`config.mk`:
```
export PLATFORM = sky130hd
export DESIGN_NAME = clock_run_controller
export DESIGN_NICKNAME = d
export VERILOG_FILES = /design/src/rtl/clock_ctrl_pkg.sv /design/src/rtl/clock_prescaler.sv /design/src/rtl/clock_run_controller.sv
export SDC_FILE = /design/constraint.sdc
export NUM_CORES = 1
export LEC_CHECK = 0
export BUFFER_PORTS_ARGS = -buffer_cell sky130_fd_sc_hd__buf_4
export CAP_MARGIN = 20
export CORE_MARGIN = 2
export CORE_UTILIZATION = 50
export DETAILED_ROUTE_END_ITERATION = 16
export GPL_TIMING_DRIVEN = 0
export HOLD_SLACK_MARGIN = 0.1
export PLACE_DENSITY = 0.69
export SLEW_MARGIN = 10
export SYNTH_ARGS = -nofsm -noshare
export SYNTH_HDL_FRONTEND = slang
export SYNTH_SLANG_ARGS = --single-unit
```
`constraint.sdc`:
```
create_clock -name clk -period 5.1 [get_ports clk]
set_input_delay 0.255 -clock clk [delete_from_list [all_inputs] [get_ports clk]]
set_output_delay 0.255 -clock clk [all_outputs]
set_load 0.02 [all_outputs]
```
`src/rtl/clock_ctrl_pkg.sv`:
```
// clock_ctrl_pkg: shared state encoding and default widths for the clock run controller
package clock_ctrl_pkg;
  typedef enum logic [1:0] {HALT = 2'd0, RUN = 2'd1, STEP = 2'd2} state_t;
  localparam int DIV_W = 8;
  localparam int STEP_W = 16;
  localparam int CNT_W = 32;
  localparam int ADDR_W = 16;
endpackage

```
`src/rtl/clock_prescaler.sv`:
```
// clock_prescaler: divide counter producing a tick when count reaches div_lat, then wrapping
module clock_prescaler #(
  parameter int DIV_W = 8
) (
  input  logic             clk,
  input  logic             rst_n,
  input  logic             clear,
  input  logic             enable,
  input  logic [DIV_W-1:0] div_lat,
  output logic             tick
);
  logic [DIV_W-1:0] count;
  always_comb tick = enable && count == div_lat;
  always_ff @(posedge clk) begin
    if (!rst_n || clear) count <= '0;
    else if (enable) count <= tick ? '0 : count + 1'b1;
  end
endmodule

```
`src/rtl/clock_run_controller.sv`:
```
// clock_run_controller: run/halt/single-step clock-enable generator for the core.
// Define CLOCK_RUN_BREAKPOINT_EN to add the PC breakpoint (cpu_pc, bp_addr, bp_hit).
module clock_run_controller
  import clock_ctrl_pkg::*;
#(
  parameter int DIV_W = clock_ctrl_pkg::DIV_W,
  parameter int STEP_W = clock_ctrl_pkg::STEP_W,
`ifdef CLOCK_RUN_BREAKPOINT_EN
  parameter int ADDR_W = clock_ctrl_pkg::ADDR_W,
`endif
  parameter int CNT_W = clock_ctrl_pkg::CNT_W
) (
  input  logic              clk,
  input  logic              rst_n,
  input  logic              run_req,
  input  logic              halt_req,
  input  logic              step_req,
  input  logic [STEP_W-1:0] step_count,
  input  logic [DIV_W-1:0]  div_ratio,
`ifdef CLOCK_RUN_BREAKPOINT_EN
  input  logic [ADDR_W-1:0] cpu_pc,
  input  logic [ADDR_W-1:0] bp_addr,
  output logic              bp_hit,
`endif
  output logic              cpu_ce,
  output logic              running,
  output logic              step_done,
  output logic [CNT_W-1:0]  ce_count
);
  state_t state, next_state;
  logic [DIV_W-1:0] div_lat, div_eff;
  logic [STEP_W-1:0] steps_left, steps_cur, steps_nxt;
  logic accept_run, accept_step, active, pre_en, tick, bp_trip;
`ifdef CLOCK_RUN_BREAKPOINT_EN
  assign bp_trip = state != HALT && cpu_ce && cpu_pc == bp_addr;
`else
  assign bp_trip = 1'b0;
`endif
  // The request cycle itself counts as prescaler phase 0, so the first pulse lands div+1 cycles later.
  always_comb begin
    accept_step = state == HALT && step_req && !halt_req;
    accept_run = state == HALT && run_req && !step_req && !halt_req;
    active = state != HALT && !halt_req && !bp_trip;
    pre_en = active || accept_run || (accept_step && step_count != '0);
    div_eff = state == HALT ? div_ratio : div_lat;
  end
  clock_prescaler #(.DIV_W(DIV_W)) u_prescaler (
    .clk     (clk),
    .rst_n   (rst_n),
    .clear   (!pre_en),
    .enable  (pre_en),
    .div_lat (div_eff),
    .tick    (tick)
  );
  always_comb begin
    steps_cur = state == HALT ? step_count : steps_left;
    steps_nxt = steps_cur - STEP_W'(tick);
    next_state = state == HALT
      ? (accept_step ? (steps_nxt == '0 ? HALT : STEP) : accept_run ? RUN : HALT)
      : (!active || (state == STEP && steps_nxt == '0)) ? HALT : state;
  end
  always_ff @(posedge clk) begin
    if (!rst_n) begin
      state <= HALT;
      cpu_ce <= 1'b0;
      running <= 1'b0;
      step_done <= 1'b0;
      ce_count <= '0;
      steps_left <= '0;
      div_lat <= '0;
    end else begin
      state <= next_state;
      cpu_ce <= tick;
      running <= next_state != HALT;
      step_done <= (accept_step || (state == STEP && active)) && steps_nxt == '0;
      ce_count <= ce_count + CNT_W'(tick);
      steps_left <= next_state == STEP ? steps_nxt : '0;
      if (accept_step || accept_run) div_lat <= div_ratio;
    end
  end
`ifdef CLOCK_RUN_BREAKPOINT_EN
  always_ff @(posedge clk) begin
    if (!rst_n) bp_hit <= 1'b0;
    else if (bp_trip) bp_hit <= 1'b1;
    else if (accept_step || accept_run) bp_hit <= 1'b0;
  end
`endif
endmodule

```
==> results.cfg <==
[synth]
synthArstFlopShare = 0
syn_nets = 463
synth-edff-count = 0
synthMostInstantiatedCell = dfxtp_1
synth_top_area_share = 0.364
synth_ff_type = dfxtp_1
synth_common_cells = 69 x dfxtp_1, 42 x xnor2_1, 41 x nor2_1
synth_cell_types = 53
mappedNetlistArea_um2 = 3800
seq_area_frac_synth = 0.364
syn_avg_cell_area_um2 = 8.85
yosys.area.top_type = dfxtp_1
syn_inst = 429
yosysWarnings = 0
ys_seq_elements = 69
synth_area_leaders = dfxtp_1 36%, xnor2_1 9.7%, mux2i_1 7.6%

[worst_setup_path]
r2r-end = state[1]$_SDFF_PN0_
cp-end-kind = flop
crit_slowest_cell = or4_1
startpoint_type = flop
timing.rr.start = state[0]$_SDFF_PN0_
crit_required_ps = 5330
crit_path_cell_trace = nor2_2 > buf_2 > buf_4 > mux2i_1 > xnor2_1 > nor4_1 > nand2_1 > nor2_2 > ha_1 > ha_2 > and4b_1 > o211ai_1 > buf_4 > o32a_1 > o211a_1 > or4_1 > o31a_1
slowest_delay_ps = 520
rrSetupSlack_ps = 200
cp.arrival_ps = 5130
crit_fanout = 10
crit_type = reg2reg
reg2regPathDepth = 17

[route]
drc_errors = 0
ant_nets = 0
drt_iter0_drc = 185
vias = 3360
drt_pass1_iterations = 4
wl_per_cell_um = 15.3
viasPerCell = 5.52
wirelength_mm = 9.33

[run]
drv_cap = 0

[pwr]
leakage_nw = 1.82
peakVddDrop_mv = 0.192
power_density_nw_per_um2 = 255

[worst_hold_path]
hp-class = in2reg
whs_path_depth = 3
hp-start = div_ratio[1]
hold_path_end = div_lat[1]$_SDFFE_PN0P_

[place]
hpwl_mm = 6.81
place_inst = 591
port-buffer-count = 63
pre_cts_slack_ps = -543
routabilityCongestion = 0.939

[floorplan]
core_um2 = 7290
num_io_pins = 64
die_h_um = 91.2
die_area_um2 = 8310
start_util = 0.521
rows = 31
die_x_um = 91.2

[clocking]
path_clk_slew_ps = 80
clock_tree.root_cell = clkbuf_8
numClockSinks = 69
clk_latency_ps = 350
cts_buffer_depth = 2
numCtsBuffers = 9
cts_tree = yes
cts_hold_buf = 0
h-tree-depth = 3

[sta]
post-route-period-util = 0.960
final-max-slew-violation-count = 0
fin_crit_ps = 4900
worstMarginPinSlew_ps = 912
setup_violations = 0
finClkSkew_ps = 16.9
whs_ps = 170
maxSlewHeadroom = 0.388
fmax_mhz = 204
fin_ws_ps = 204
final_hold_viol_count = 0
fin_tns_setup_ps = 0

[global_routing]
track_usage = 0.237
grt-ovfl-total = 0
grt_first_pass_wirelength_mm = 16.0
grt_max_degree = 14
first_global_vias = 3485
antenna_found_initial = 0

[final_layout]
fin_nets = 539
drive_gt1_frac = 0.204
diodes = 0
stdcell_count = 609
fin_util = 0.636
area_growth_pct = 22.2
fillers = 702

[run_status]
status = complete, no violations
## metal layers
metal	GRT usage	up-vias	wire, um
met5	0	-	0
met4	0.102	0	194
met3	0.0622	20	562
met2	0.386	91	4330
met1	0.295	1579	4240
li1	-	1670	-
## timing repair
action	in CTS	in global routing
resized for setup	5	2
endpoints found under the setup margin	12	3
buffers inserted	0	2
gates cloned	0	0
pin swaps	0	1
## layout by cell type, fill, tap and decap left out, drive strengths merged, types with 16 or more instances in the layout
cell,synthesis,final
dfxtp,69,69
nor4,16,16
xnor2,42,42
nand2,25,25
nand3,16,16
nor2,41,41
clkbuf,7,17
buf,7,72
and2,29,29
mux2i,29,29
## where the power goes
part | internal (W) | leakage, nW | switching, W
Combinational | 0.0000687 | 1.16 | 0.0000862
Sequential | 0.000548 | 0.559 | 0.00000852
Clock | 0.000243 | 0.103 | 0.000230
Total | 0.000860 | 1.82 | 0.000324
## worst max path at each step
stage	start	to	slack, ps	depth (start not counted)
detailed placement	state[0]$_SDFF_PN0_	state[1]$_SDFF_PN0_	-540	16
CTS	state[0]$_SDFF_PN0_	state[1]$_SDFF_PN0_	20	16
global placement	state[0]$_SDFF_PN0_	state[1]$_SDFF_PN0_	-520	16
floorplan	state[0]$_SDFF_PN0_	state[1]$_SDFF_PN0_	620	16
finish	state[0]$_SDFF_PN0_	state[1]$_SDFF_PN0_	200	17
global route	state[0]$_SDFF_PN0_	state[1]$_SDFF_PN0_	-10	17
## state kept, by name (all words and copies together) (netlist names)
| register | cells |
|---|---|
| u_prescaler.count | 8 |
| running | 1 |
| ce_count | 32 |
| div_lat | 8 |
| cpu_ce | 1 |
| state | 2 |
| steps_left | 16 |
| step_done | 1 |
## worst max-delay path: cells and delay by family, from the launching register on
| family | cells | cell delay [ps] |
|---|---|---|
| xor+xnor | 1 | 90 |
| simple gates | 6 | 1750 |
| buf+inv | 3 | 800 |
| compound gates | 4 | 850 |
| mux | 1 | 280 |
| flops | 1 | 420 |
| fa+ha+maj | 2 | 600 |
## final cells by class
type | instances | area (um2) | area share
Clock inverter | 6 | 68.8 | 0.0148
Inverter | 5 | 18.8 | 0.00405
Timing Repair Buffer | 65 | 488 | 0.105
Tap cell | 99 | 124 | 0.0267
Buffer | 14 | 70.1 | 0.0151
Clock buffer | 10 | 138 | 0.0297
Sequential cell | 69 | 1380 | 0.298
Multi-Input combinational cell | 341 | 2350 | 0.507
## stage by stage
stage	instance area, um2	power, W
finish	4640	0.00118
global route	4640	0.00123
CTS	4620	0.00119
detailed placement	4390	0.000720
global placement	4390	0.000719
floorplan	3800	0.000669
## cells by family (layout without fill, tap and decap cells)
kind of cell,count (synthesis),in the layout,synth area share
AO/OA/AOI/OAI,50,50,0.0969
XOR/XNOR,56,56,0.129
AND/OR/NAND/NOR,199,199,0.289
adder cells (fa/ha/maj),5,5,0.0165
flip-flops,69,69,0.364
multiplexers,31,31,0.0824
buffers and inverters,19,100,0.0224
(Power assumes the default switching activity.)
